**src/rtl/mips_ctrl_pkg.sv**
```systemverilog
// Shared constants for the multi-cycle MIPS control path: opcodes, ALU-op
// codes, FSM state encodings, instruction classes and datapath mux selects.
package mips_ctrl_pkg;

    localparam logic [5:0] OP_RTYPE = 6'h00;
    localparam logic [5:0] OP_J     = 6'h02;
    localparam logic [5:0] OP_JAL   = 6'h03;
    localparam logic [5:0] OP_BEQ   = 6'h04;
    localparam logic [5:0] OP_BNE   = 6'h05;
    localparam logic [5:0] OP_ADDI  = 6'h08;
    localparam logic [5:0] OP_ANDI  = 6'h0C;
    localparam logic [5:0] OP_ORI   = 6'h0D;
    localparam logic [5:0] OP_LUI   = 6'h0F;
    localparam logic [5:0] OP_LW    = 6'h23;
    localparam logic [5:0] OP_SW    = 6'h2B;
    localparam logic [5:0] FN_JR    = 6'h08;

    localparam logic [3:0] ALU_ADDI  = 4'b0000;
    localparam logic [3:0] ALU_ORI   = 4'b0001;
    localparam logic [3:0] ALU_LUI   = 4'b0010;
    localparam logic [3:0] ALU_ANDI  = 4'b0011;
    localparam logic [3:0] ALU_LW    = 4'b0100;
    localparam logic [3:0] ALU_SW    = 4'b0101;
    localparam logic [3:0] ALU_BEQ   = 4'b0110;
    localparam logic [3:0] ALU_BNE   = 4'b0111;
    localparam logic [3:0] ALU_J     = 4'b1000;
    localparam logic [3:0] ALU_JAL   = 4'b1001;
    localparam logic [3:0] ALU_RTYPE = 4'b1111;
    localparam logic [3:0] ALU_NONE  = 4'b0000;

    localparam logic [3:0] S_IDLE       = 4'd0;
    localparam logic [3:0] S_FETCH      = 4'd1;
    localparam logic [3:0] S_DECODE     = 4'd2;
    localparam logic [3:0] S_EXECUTE    = 4'd3;
    localparam logic [3:0] S_ALU_WB     = 4'd4;
    localparam logic [3:0] S_MEM_ADDR   = 4'd5;
    localparam logic [3:0] S_MEM_ACCESS = 4'd6;
    localparam logic [3:0] S_MEM_WB     = 4'd7;
    localparam logic [3:0] S_BRANCH     = 4'd8;
    localparam logic [3:0] S_JUMP       = 4'd9;
    localparam logic [3:0] S_JR_EXEC    = 4'd10;
    localparam logic [3:0] S_ILLEGAL    = 4'd11;

    typedef enum logic [3:0] {
        CLS_R, CLS_JR, CLS_IALU, CLS_LW, CLS_SW,
        CLS_BEQ, CLS_BNE, CLS_J, CLS_JAL, CLS_BAD
    } instr_class_t;

    localparam logic [1:0] PCS_ALU    = 2'b00;
    localparam logic [1:0] PCS_ALUOUT = 2'b01;
    localparam logic [1:0] PCS_JUMP   = 2'b10;
    localparam logic [1:0] PCS_REGA   = 2'b11;

    localparam logic [1:0] SRCB_B       = 2'b00;
    localparam logic [1:0] SRCB_FOUR    = 2'b01;
    localparam logic [1:0] SRCB_IMM     = 2'b10;
    localparam logic [1:0] SRCB_IMM_SH2 = 2'b11;

    localparam logic [1:0] RDST_RT = 2'b00;
    localparam logic [1:0] RDST_RD = 2'b01;
    localparam logic [1:0] RDST_RA = 2'b10;

    localparam logic [1:0] M2R_ALUOUT = 2'b00;
    localparam logic [1:0] M2R_MDR    = 2'b01;
    localparam logic [1:0] M2R_PC     = 2'b10;

endpackage

```
**src/rtl/multicycle_control_if.sv**
```systemverilog
// Bundle between the control FSM (master) and the datapath/memory (slave).
interface multicycle_control_if #(parameter int CNT_WIDTH = 32);
    logic [5:0]           opcode_i;
    logic [5:0]           function_i;
    logic                 mem_ack_i;
    logic                 mem_read_o;
    logic                 mem_write_o;
    logic                 i_or_d_o;
    logic                 ir_write_o;
    logic                 pc_write_o;
    logic                 pc_write_cond_o;
    logic                 branch_ne_o;
    logic [1:0]           pc_source_o;
    logic                 alu_src_a_o;
    logic [1:0]           alu_src_b_o;
    logic [3:0]           alu_op_o;
    logic                 reg_write_o;
    logic [1:0]           reg_dst_o;
    logic [1:0]           mem_to_reg_o;
    logic                 illegal_o;
    logic [CNT_WIDTH-1:0] retired_o;

    modport master (
        input  opcode_i, function_i, mem_ack_i,
        output mem_read_o, mem_write_o, i_or_d_o, ir_write_o, pc_write_o,
               pc_write_cond_o, branch_ne_o, pc_source_o, alu_src_a_o,
               alu_src_b_o, alu_op_o, reg_write_o, reg_dst_o, mem_to_reg_o,
               illegal_o, retired_o
    );

    modport slave (
        output opcode_i, function_i, mem_ack_i,
        input  mem_read_o, mem_write_o, i_or_d_o, ir_write_o, pc_write_o,
               pc_write_cond_o, branch_ne_o, pc_source_o, alu_src_a_o,
               alu_src_b_o, alu_op_o, reg_write_o, reg_dst_o, mem_to_reg_o,
               illegal_o, retired_o
    );
endinterface

```
**src/rtl/control_opcode_decoder.sv**
```systemverilog
// Combinational opcode/funct lookup: instruction class plus its ALU-op code.
module control_opcode_decoder
    import mips_ctrl_pkg::*;
(
    input  logic [5:0]   opcode,
    input  logic [5:0]   function_code,
    output instr_class_t cls,
    output logic [3:0]   alu_op
);

    // Map opcode (and funct for JR) to class and ALU-op; unknown opcodes are CLS_BAD.
    always_comb begin
        cls    = CLS_BAD;
        alu_op = ALU_NONE;
        case (opcode)
            OP_RTYPE: begin
                cls    = (function_code == FN_JR) ? CLS_JR : CLS_R;
                alu_op = ALU_RTYPE;
            end
            OP_ADDI: begin cls = CLS_IALU; alu_op = ALU_ADDI; end
            OP_ORI:  begin cls = CLS_IALU; alu_op = ALU_ORI;  end
            OP_ANDI: begin cls = CLS_IALU; alu_op = ALU_ANDI; end
            OP_LUI:  begin cls = CLS_IALU; alu_op = ALU_LUI;  end
            OP_LW:   begin cls = CLS_LW;   alu_op = ALU_LW;   end
            OP_SW:   begin cls = CLS_SW;   alu_op = ALU_SW;   end
            OP_BEQ:  begin cls = CLS_BEQ;  alu_op = ALU_BEQ;  end
            OP_BNE:  begin cls = CLS_BNE;  alu_op = ALU_BNE;  end
            OP_J:    begin cls = CLS_J;    alu_op = ALU_J;    end
            OP_JAL:  begin cls = CLS_JAL;  alu_op = ALU_JAL;  end
            default: begin cls = CLS_BAD;  alu_op = ALU_NONE; end
        endcase
    end

endmodule

```
**src/rtl/multicycle_control.sv**
```systemverilog
// Main control FSM for the multi-cycle MIPS datapath.
//
// state      | meaning
// IDLE       | post-reset, all strobes off
// FETCH      | read instruction at PC, PC+4 on ack
// DECODE     | branch target into ALUOut, dispatch on class
// EXECUTE    | R-type / immediate ALU operation
// ALU_WB     | ALUOut to register file
// MEM_ADDR   | effective address for LW/SW
// MEM_ACCESS | data read/write, wait for ack
// MEM_WB     | MDR to register file
// BRANCH     | BEQ/BNE compare and conditional PC load
// JUMP       | J/JAL (JAL links PC into $31)
// JR_EXEC    | PC <- register A
// ILLEGAL    | bad opcode or memory timeout, held until reset
module multicycle_control #(
    parameter int TIMEOUT_CYCLES = 255,
    parameter int CNT_WIDTH      = 32
) (
    input logic                  clk,
    input logic                  reset,
    multicycle_control_if.master bus
);
    import mips_ctrl_pkg::*;

    localparam int TW = (TIMEOUT_CYCLES > 1) ? $clog2(TIMEOUT_CYCLES) : 1;
    localparam logic [TW-1:0] LIMIT = TW'((TIMEOUT_CYCLES > 0) ? TIMEOUT_CYCLES - 1 : 0);

    logic [3:0]           state, state_next;
    logic [TW-1:0]        wait_cnt;
    logic [CNT_WIDTH-1:0] retired;
    instr_class_t         cls;
    logic [3:0]           dec_alu_op;
    logic                 waiting, timeout_hit, retire;

    control_opcode_decoder u_dec (
        .opcode        (bus.opcode_i),
        .function_code (bus.function_i),
        .cls           (cls),
        .alu_op        (dec_alu_op)
    );

    assign waiting     = (state == S_FETCH) || (state == S_MEM_ACCESS);
    assign timeout_hit = (TIMEOUT_CYCLES != 0) && waiting && !bus.mem_ack_i && (wait_cnt == LIMIT);
    // Every path back into FETCH except from IDLE or FETCH itself completes an instruction.
    assign retire      = (state_next == S_FETCH) && (state != S_FETCH) && (state != S_IDLE);

    // Next-state selection.
    always_comb begin
        state_next = state;
        case (state)
            S_IDLE:    state_next = S_FETCH;
            S_FETCH: begin
                if (bus.mem_ack_i)    state_next = S_DECODE;
                else if (timeout_hit) state_next = S_ILLEGAL;
            end
            S_DECODE: begin
                case (cls)
                    CLS_JR:                state_next = S_JR_EXEC;
                    CLS_R, CLS_IALU:       state_next = S_EXECUTE;
                    CLS_LW, CLS_SW:        state_next = S_MEM_ADDR;
                    CLS_BEQ, CLS_BNE:      state_next = S_BRANCH;
                    CLS_J, CLS_JAL:        state_next = S_JUMP;
                    default:               state_next = S_ILLEGAL;
                endcase
            end
            S_EXECUTE:  state_next = S_ALU_WB;
            S_MEM_ADDR: state_next = S_MEM_ACCESS;
            S_MEM_ACCESS: begin
                if (bus.mem_ack_i)    state_next = (cls == CLS_SW) ? S_FETCH : S_MEM_WB;
                else if (timeout_hit) state_next = S_ILLEGAL;
            end
            S_ALU_WB, S_MEM_WB, S_BRANCH, S_JUMP, S_JR_EXEC: state_next = S_FETCH;
            S_ILLEGAL:  state_next = S_ILLEGAL;
            default:    state_next = S_ILLEGAL;
        endcase
    end

    // State, wait timer and retired-instruction counter.
    always_ff @(posedge clk or posedge reset) begin
        if (reset) begin
            state    <= S_IDLE;
            wait_cnt <= '0;
            retired  <= '0;
        end else begin
            state <= state_next;
            if (waiting && !bus.mem_ack_i && state_next == state)
                wait_cnt <= wait_cnt + TW'(1);
            else
                wait_cnt <= '0;
            if (retire)
                retired <= retired + CNT_WIDTH'(1);
        end
    end

    // Datapath strobes decoded from the current state and instruction class.
    always_comb begin
        bus.mem_read_o      = 1'b0;
        bus.mem_write_o     = 1'b0;
        bus.i_or_d_o        = 1'b0;
        bus.ir_write_o      = 1'b0;
        bus.pc_write_o      = 1'b0;
        bus.pc_write_cond_o = 1'b0;
        bus.branch_ne_o     = 1'b0;
        bus.pc_source_o     = PCS_ALU;
        bus.alu_src_a_o     = 1'b0;
        bus.alu_src_b_o     = SRCB_B;
        bus.alu_op_o        = ALU_NONE;
        bus.reg_write_o     = 1'b0;
        bus.reg_dst_o       = RDST_RT;
        bus.mem_to_reg_o    = M2R_ALUOUT;
        bus.illegal_o       = 1'b0;
        case (state)
            S_FETCH: begin
                bus.mem_read_o  = 1'b1;
                bus.alu_src_b_o = SRCB_FOUR;
                bus.ir_write_o  = bus.mem_ack_i;
                bus.pc_write_o  = bus.mem_ack_i;
            end
            S_DECODE:   bus.alu_src_b_o = SRCB_IMM_SH2;
            S_EXECUTE: begin
                bus.alu_src_a_o = 1'b1;
                bus.alu_src_b_o = (cls == CLS_R) ? SRCB_B : SRCB_IMM;
                bus.alu_op_o    = dec_alu_op;
            end
            S_ALU_WB: begin
                bus.reg_write_o = 1'b1;
                bus.reg_dst_o   = (cls == CLS_R) ? RDST_RD : RDST_RT;
            end
            S_MEM_ADDR: begin
                bus.alu_src_a_o = 1'b1;
                bus.alu_src_b_o = SRCB_IMM;
                bus.alu_op_o    = dec_alu_op;
            end
            S_MEM_ACCESS: begin
                bus.i_or_d_o    = 1'b1;
                bus.mem_read_o  = (cls != CLS_SW);
                bus.mem_write_o = (cls == CLS_SW);
            end
            S_MEM_WB: begin
                bus.reg_write_o  = 1'b1;
                bus.mem_to_reg_o = M2R_MDR;
            end
            S_BRANCH: begin
                bus.alu_src_a_o     = 1'b1;
                bus.alu_op_o        = dec_alu_op;
                bus.pc_write_cond_o = 1'b1;
                bus.pc_source_o     = PCS_ALUOUT;
                bus.branch_ne_o     = (cls == CLS_BNE);
            end
            S_JUMP: begin
                bus.pc_write_o  = 1'b1;
                bus.pc_source_o = PCS_JUMP;
                bus.alu_op_o    = dec_alu_op;
                if (cls == CLS_JAL) begin
                    bus.reg_write_o  = 1'b1;
                    bus.reg_dst_o    = RDST_RA;
                    bus.mem_to_reg_o = M2R_PC;
                end
            end
            S_JR_EXEC: begin
                bus.pc_write_o  = 1'b1;
                bus.pc_source_o = PCS_REGA;
                bus.alu_op_o    = ALU_RTYPE;
            end
            S_ILLEGAL:  bus.illegal_o = 1'b1;
            default: ;
        endcase
    end

    assign bus.retired_o = retired;

endmodule
```
**src/flat_wrapper.sv**
```systemverilog
// flat-port wrapper written by rule: the top's interface ports become plain ports
module multicycle_control_flat import mips_ctrl_pkg::*;
#(
    parameter int TIMEOUT_CYCLES = 255,
    parameter int CNT_WIDTH      = 32
)
  (clk, reset, bus_opcode_i, bus_function_i, bus_mem_ack_i, bus_mem_read_o, bus_mem_write_o, bus_i_or_d_o, bus_ir_write_o, bus_pc_write_o, bus_pc_write_cond_o, bus_branch_ne_o, bus_pc_source_o, bus_alu_src_a_o, bus_alu_src_b_o, bus_alu_op_o, bus_reg_write_o, bus_reg_dst_o, bus_mem_to_reg_o, bus_illegal_o, bus_retired_o);
  multicycle_control_if #(.CNT_WIDTH(CNT_WIDTH)) bus_i ();
  input logic clk;
  input logic reset;
  input wire logic [$bits(bus_i.opcode_i)-1:0] bus_opcode_i;
  input wire logic [$bits(bus_i.function_i)-1:0] bus_function_i;
  input wire logic [$bits(bus_i.mem_ack_i)-1:0] bus_mem_ack_i;
  output wire logic [$bits(bus_i.mem_read_o)-1:0] bus_mem_read_o;
  output wire logic [$bits(bus_i.mem_write_o)-1:0] bus_mem_write_o;
  output wire logic [$bits(bus_i.i_or_d_o)-1:0] bus_i_or_d_o;
  output wire logic [$bits(bus_i.ir_write_o)-1:0] bus_ir_write_o;
  output wire logic [$bits(bus_i.pc_write_o)-1:0] bus_pc_write_o;
  output wire logic [$bits(bus_i.pc_write_cond_o)-1:0] bus_pc_write_cond_o;
  output wire logic [$bits(bus_i.branch_ne_o)-1:0] bus_branch_ne_o;
  output wire logic [$bits(bus_i.pc_source_o)-1:0] bus_pc_source_o;
  output wire logic [$bits(bus_i.alu_src_a_o)-1:0] bus_alu_src_a_o;
  output wire logic [$bits(bus_i.alu_src_b_o)-1:0] bus_alu_src_b_o;
  output wire logic [$bits(bus_i.alu_op_o)-1:0] bus_alu_op_o;
  output wire logic [$bits(bus_i.reg_write_o)-1:0] bus_reg_write_o;
  output wire logic [$bits(bus_i.reg_dst_o)-1:0] bus_reg_dst_o;
  output wire logic [$bits(bus_i.mem_to_reg_o)-1:0] bus_mem_to_reg_o;
  output wire logic [$bits(bus_i.illegal_o)-1:0] bus_illegal_o;
  output wire logic [$bits(bus_i.retired_o)-1:0] bus_retired_o;
  assign bus_i.opcode_i = bus_opcode_i;
  assign bus_i.function_i = bus_function_i;
  assign bus_i.mem_ack_i = bus_mem_ack_i;
  assign bus_mem_read_o = bus_i.mem_read_o;
  assign bus_mem_write_o = bus_i.mem_write_o;
  assign bus_i_or_d_o = bus_i.i_or_d_o;
  assign bus_ir_write_o = bus_i.ir_write_o;
  assign bus_pc_write_o = bus_i.pc_write_o;
  assign bus_pc_write_cond_o = bus_i.pc_write_cond_o;
  assign bus_branch_ne_o = bus_i.branch_ne_o;
  assign bus_pc_source_o = bus_i.pc_source_o;
  assign bus_alu_src_a_o = bus_i.alu_src_a_o;
  assign bus_alu_src_b_o = bus_i.alu_src_b_o;
  assign bus_alu_op_o = bus_i.alu_op_o;
  assign bus_reg_write_o = bus_i.reg_write_o;
  assign bus_reg_dst_o = bus_i.reg_dst_o;
  assign bus_mem_to_reg_o = bus_i.mem_to_reg_o;
  assign bus_illegal_o = bus_i.illegal_o;
  assign bus_retired_o = bus_i.retired_o;
  multicycle_control #(.TIMEOUT_CYCLES(TIMEOUT_CYCLES), .CNT_WIDTH(CNT_WIDTH)) u_core (.clk(clk), .reset(reset), .bus(bus_i));
endmodule
```
**config.mk**
```make
export PLATFORM = sky130hd
export DESIGN_NAME = multicycle_control_flat
export DESIGN_NICKNAME = d
export VERILOG_FILES = /design/src/rtl/mips_ctrl_pkg.sv /design/src/rtl/multicycle_control_if.sv /design/src/rtl/control_opcode_decoder.sv /design/src/rtl/multicycle_control.sv /design/src/flat_wrapper.sv
export SDC_FILE = /design/constraint.sdc
export NUM_CORES = 1
export LEC_CHECK = 0
export ABC_CLOCK_PERIOD_IN_PS = 2900
export CAP_MARGIN = 20
export CORE_ASPECT_RATIO = 1.1
export CORE_MARGIN = 1.5
export CORE_UTILIZATION = 44
export DETAILED_ROUTE_END_ITERATION = 6
export PLACE_DENSITY = 0.74
export SYNTH_ARGS = -nofsm -noshare
export SYNTH_HDL_FRONTEND = slang
export SYNTH_SLANG_ARGS = --single-unit
```
**constraint.sdc**
```tcl
create_clock -name clk -period 2.9 [get_ports clk]
set_input_delay 0.87 -clock clk [delete_from_list [all_inputs] [get_ports clk]]
set_output_delay 0.87 -clock clk [all_outputs]
set_load 0.02 [all_outputs]
```
After elaboration in Yosys (flattened, before gate mapping)

Memory sizes are Yosys's and may differ from the RTL's.
Index checks and enable logic that the tools add are counted.

ROM bits: 64
Input bits: 15
Register bits: 44
Memories: 1
Word-level logic and storage cells: 81
Output and inout port bits: 54

Memories:

| memory          | words | width | rd ports | clocked after memory_dff | wr ports | RTL line                 | RTL |
|---|---|---|---|---|---|---|---|
| (no name shown) | 16    | 4     | 1        | 0                        | 0        | multicycle_control.sv:58 | `case (cls)` |

$add $sub $neg: 2
Multiplexer cells: 28
Reductions and logical operators: 17
Eq/ne operators: 30

Operators by type and width:

| cell                  | count |
|---|---|
| $pmux 4 s10           | 1 |
| $add 32x1->32 const B | 1 |
| $pmux 4 s8            | 1 |
| $eq 6x4->1 const B    | 5 |
| $eq 4x3->1 const B    | 6 |
| $pmux 4 s6            | 1 |
| $eq 4x4->1 const B    | 5 |
| $eq 6x2->1 const B    | 2 |
| $eq 6x3->1 const B    | 2 |
| $eq 6x6->1 const B    | 2 |
| $mux 4                | 3 |
| $mux 1                | 10 |
| $add 8x1->8 const B   | 1 |
| $eq 4x1->1 const B    | 2 |
| $eq 4x2->1 const B    | 2 |
| $eq 8x8->1 const B    | 1 |
| $logic_not 4->1       | 2 |
| $mux 8                | 1 |
| $pmux 2 s2            | 2 |
| $pmux 2 s4            | 1 |
| $pmux 4 s2            | 1 |
| $reduce_or 4->1       | 2 |
| $logic_not 6->1       | 1 |
| $pmux 1 s2            | 3 |
| other kinds (13)      | 19 |

Longest topological paths before layout

Word-level depth: 10
Mapped depth: 15
Gate-level depth less buffers: 12

Modules after synthesis

From an unflattened synthesis, not the netlist that was laid out.

Cells, all modules: 361
Area total of the unflattened synthesis: 3098.0 µm²

By module, submodules not included:

| module                 | area each (µm²) | cells an instance | instances | sequential area each (µm²) |
|---|---|---|---|---|
| multicycle_control     | 2752.6          | 304               | 1         | 1101.1 |
| control_opcode_decoder | 345.3           | 57                | 1         | 0.0 |

Worst setup path after synthesis

OpenSTA, ideal clock, no wires.

Kind: input port to flip-flop
Start: input port bus_opcode_i[2]
End: register u_core.retired[22] (netlist: u_core.bus.retired_o[22])
Slack: -0.655 ns
Library setup time: 0.080 ns
Required time: 2.820 ns
Arrival: 3.475 ns
Stages on the path: 14
Buffers on the path: 3
Cells stage by stage: buf_2 -> buf_1 -> nor4_1 -> a31oi_1 -> and2_1 -> inv_1 -> ha_1 -> a211oi_1 -> a311o_1 -> a22oi_2 -> nand4_2 -> buf_6 -> nor3b_2 -> xor2_1

Longest elaborated chain between the ends: 10
Elaborated cells on any way between the ends: 21
Classes of those cells: eq/ne: 12; mux: 4; reduce/logical: 4; memory: 1

RTL lines:

| item                                                 | RTL line                     | RTL |
|---|---|---|
| from (decl)                                          | flat_wrapper.sv:11           | `input wire logic [$bits(bus_i.opcode_i)-1:0] bus_opcode_i;` |
| $eq 6x4->1                                           | control_opcode_decoder.sv:15 | `case (opcode)` |
| $reduce_or 4->1 (no source line)                     | -                            |  |
| $pmux 4 s8 (*)                                       | control_opcode_decoder.sv:15 |  |
| branches (longest 3 deep; another with $mem_v2 16x4) | -                            |  |
| $pmux 4 s6 (*)                                       | multicycle_control.sv:51     | `case (state)` |
| $eq 4x1->1 (*)                                       | multicycle_control.sv:46     | `assign retire = (state_next == S_FETCH) && (state != S_FETCH) && (state != S_IDLE);` |
| $logic_and 1x1->1 (*) (2 in series)                  | multicycle_control.sv:46     |  |
| to (signal assigned)                                 | multicycle_control.sv:92     | `retired <= retired + CNT_WIDTH'(1);` |
| to (decl)                                            | multicycle_control.sv:31     | `logic [CNT_WIDTH-1:0] retired;` |

Mark *: on every way between the ends.
A chain may end at the register's enable or synchronous reset.

Worst setup path after layout

Start: input port bus_opcode_i[5]
End: register u_core.retired[29] (netlist: u_core.bus.retired_o[29])

The elaborated chain is that of the path after synthesis.

==> results.py <==
metrics = {
    "logic_synthesis": {
        "synthTopCellsByCount": "dfrtp_1 (44), nand2_1 (39), nor2_1 (37), xor2_1 (32), inv_1 (17)",
        "synth_fp_nets": 378,
        "synth_area_leader_cell": "dfrtp_1",
        "synth.distinct_cells": 63,
        "edff_count_synth": 0,
        "synth_seq_cells": 44,
        "netlist_area_um2": 3070,
        "synth_top_area_share_pct": 35.9,
        "synth_ff_type": "dfrtp_1",
        "synth-simple-area-share_pct": 32.3,
        "synth-compound-area-share_pct": 12.4,
        "synth_fa_ha_area_share_pct": 2.04,
        "post_synth_inst_count": 358,
        "synth_most_common_cell": "dfrtp_1",
        "synth.avg_cell_area_um2": 8.57,
        "yosysSeqAreaShare_pct": 35.9,
        "yosys.area_share.xor_xnor_pct": 11.1,
        "ys_async_sr_fraction_pct": 100,
        "yosys-mux-area-fraction_pct": 0.693,
        "ys_warn_count": 0,
        "synth.top_cells.by_area": "dfrtp_1 (36%), xor2_1 (9.1%), nand2_1 (4.8%), nor2_1 (4.5%), nor3_2 (2.9%)",
        "synth_top_family_by_area": "simple AND/OR/NAND/NOR gates",
    },
    "placed_design": {
        "dp.final_hpwl_um": 6670,
        "placed_area_um2": 4470,
        "portBuffers": 68,
        "globalplace.congestion": 0.933,
    },
    "timing": {
        "setup-tns-final_ns": -14.57,
        "rsz0062_at_grt": "yes",
        "setup_slack_ns": -0.476,
        "report.final.hold_viol_count": 0,
        "layout_min_cycle_time_ns": 3.38,
        "min_period_over_period_pct": 116,
        "setup-violations-final": 42,
        "worst_slew_margin_rel_pct": 56.3,
        "max_slew.worst_pin.slew_ns": 0.653,
        "final-max-slew-violation-count": 0,
        "clock_skew_ns": 0.0116,
        "maxClockFrequency_mhz": 296,
    },
    "worst_setup_path": {
        "crit_path_start": "bus_opcode_i[5]",
        "worst_ep_required_time_ns": 3.12,
        "reg2reg_to": "u_core.bus.retired_o[29]$_DFFE_PP0P_",
        "reg2reg_setup_slack_ns": -0.22,
        "crit_path_end_kind": "flop",
        "critical_path.endpoint": "u_core.bus.retired_o[29]$_DFFE_PP0P_",
        "critical_path.startpoint_type": "input port",
        "rr_worst_depth": 8,
        "critPathMaxFanout": 5,
        "worst_reg2reg_startpoint": "u_core.bus.retired_o[4]$_DFFE_PP0P_",
        "worstSetupPathType": "input port to flop",
        "critical_path_arrival_ns": 3.60,
    },
    "routing": {
        "detailedRoute.firstIterationViolations": 278,
        "dr.pass1.iters": 5,
        "drt.antenna.violating_nets": 0,
        "avgRoutedWirePerCell_um": 20.5,
        "avgViaCountPerCell": 6.07,
        "postRouteWirelength_um": 12200,
        "drcViolationCount": 0,
        "vias": 3610,
    },
    "worst_hold_path": {
        "hp-class": "flop to flop",
    },
    "outcome": {
        "violations": "negative setup slack",
        "status": "complete, but fails checks",
    },
    "clock_network": {
        "cts.reportedPaths.clkPinSlew_ns": 0.09,
        "worst_skew_pair.late_latency_ns": 0.31,
        "clock_sink_count": 44,
        "clockBufferDepth": 2,
        "clock_tree.htree_level_count": 2,
        "post_cts_hold_buffer_count": 0,
        "cts_made_buffers": 5,
        "clock_tree_from_tritoncts": "done",
        "cts_root_buf": "clkbuf_8",
    },
    "global_routing": {
        "initial_antenna_violation_count": 0,
        "largest_net_degree_at_the_start_of_global_routing": 45,
        "grt_pass1_wl_um": 17400,
        "gr-usage-all-layers_pct": 30.0,
        "grt_pass1_vias": 3520,
        "globalRoute.totalOverflow": 0,
    },
    "floorplanning": {
        "design.die.area_um2": 7480,
        "starting_density_of_the_core_pct": 46.0,
        "core_area_um2": 6670,
        "chip_width_um": 82.6,
        "row_count": 31,
        "die-height_um": 90.6,
        "ios": 69,
    },
    "layout": {
        "insertedDiodeCount": 0,
        "final_layout_size_suffix_gt1_share_pct": 43.7,
        "layout.core_utilization_pct": 80.8,
        "syn2layout_area_growth_pct": 75.7,
        "nFillCells": 353,
        "layout.cell_area.non_filler_um2": 5390,
        "nNetsFinal": 532,
    },
    "run": {
        "timing.max_cap.violations": 0,
    },
    "power_and_ir_drop": {
        "power.static_leakage_uw": 0.00262,
        "power_per_cell_area_nw_per_um2": 681,
        "worst_ir_drop_vdd_mv": 0.636,
    },
}
worst max-delay path: stages:
cell and delay [ns]:
buf_4 0.15, nor2_2 0.18, nand4_1 0.17, nand4_1 0.17
and2_4 0.19, buf_6 0.10, inv_4 0.04, ha_4 0.27
a211oi_2 0.03, a311o_1 0.32, a22oi_2 0.25, buf_4 0.17
nand4_4 0.15, nor3b_2 0.34, xor2_1 0.19
registers in the layout (all words and copies together) (netlist names):
signal and cells:
u_core.wait_cnt 8, u_core.state 4, u_core.bus.retired_o 32
timing repair:
action | CTS | global route
setup endpoints to repair | 53 | 47
gates cloned | 1 | 0
gates resized for setup | 222 | 47
buffers inserted | 15 | 17
pin swaps | 57 | 35
per-stage QoR:
| stage | worst slack, ns | power, µW | hold WS, ns | instances |
|---|---|---|---|---|
| CTS | -0.308 | 3270 | 0.475 | 582 |
| floorplan | -0.418 | 1740 | 0.492 | 358 |
| global placement | -1.14 | 2470 | 0.461 | 560 |
| detailed placement | -1.18 | 2500 | 0.467 | 560 |
| global route | -0.509 | 3830 | 0.523 | 595 |
| finish | -0.476 | 3670 | 0.496 | 595 |
how the worst min path moves through the flow:
| stage | startpoint | endpoint | slack [ns] | cells past startpoint |
|---|---|---|---|---|
| after global routing | u_core.bus.retired_o[31]$_DFFE_PP0P_ | u_core.bus.retired_o[31]$_DFFE_PP0P_ | 0.52 | 1 |
| after global placement | u_core.bus.retired_o[31]$_DFFE_PP0P_ | u_core.bus.retired_o[31]$_DFFE_PP0P_ | 0.46 | 1 |
| final | u_core.bus.retired_o[25]$_DFFE_PP0P_ | u_core.bus.retired_o[25]$_DFFE_PP0P_ | 0.50 | 1 |
| after floorplan | u_core.wait_cnt[0]$_DFF_PP0_ | u_core.wait_cnt[0]$_DFF_PP0_ | 0.49 | 1 |
| after detailed placement | u_core.bus.retired_o[31]$_DFFE_PP0P_ | u_core.bus.retired_o[31]$_DFFE_PP0P_ | 0.47 | 1 |
| after CTS | u_core.bus.retired_o[31]$_DFFE_PP0P_ | u_core.bus.retired_o[31]$_DFFE_PP0P_ | 0.48 | 1 |
power by group:
group / internal, µW / total [µW] / switching [µW]
Combinational: 1140 / 2460 / 1330
Sequential: 685 / 786 / 101
Clock: 194 / 421 / 227
cell usage in the layout, fill, tap and decap left out, drive strengths merged, types with 3 or more instances in the layout:
cell type      count
dfrtp             44
nand2             40
a211oi             3
nor3              12
inv               16
nor3b              7
o21ai             15
o22ai              3
nor2b              4
clkbuf             9
and3              10
buf              117
nand2b             8
and4               4
and2               5
xor2              32
a21oi              9
or3                3
nand4              9
nand3b             3
a31oi              3
ha                 5
clkdlybuf4s50     37
nand3             16
o211ai             3
nor4               9
nor2              37
xnor2              7
dlygate4sd2        8
or2                3
cell families (layout without fill, tap and decap cells):
logic type,count (synthesis),after routing
buf+inv,38,193
simple gates,175,175
mux,2,2
flops,44,44
xor+xnor,39,39
fa+ha+maj,5,5
compound gates,55,55
area by class of cell:
class                      count  area (µm²)  area share [%]
clock buffer                   7        86.3            1.60
inverter                      18        81.3            1.51
timing repair buffer         167        1570            29.1
clock inverter                 1        7.51           0.139
multi-input combinational    276        2440            45.3
sequential                    44        1100            20.4
tap                           82         103            1.90
routing by layer:
| metal | GRT usage (%) | up-vias | share of wire (%) |
|---|---|---|---|
| li1 | - | 1566 | - |
| met1 | 35.9 | 1725 | 36 |
| met2 | 52.3 | 248 | 51 |
| met3 | 4.55 | 71 | 7.6 |
| met4 | 11.9 | 0 | 5.1 |
| met5 | 0 | - | 0 |
Power figures use the tool's default switching activity.
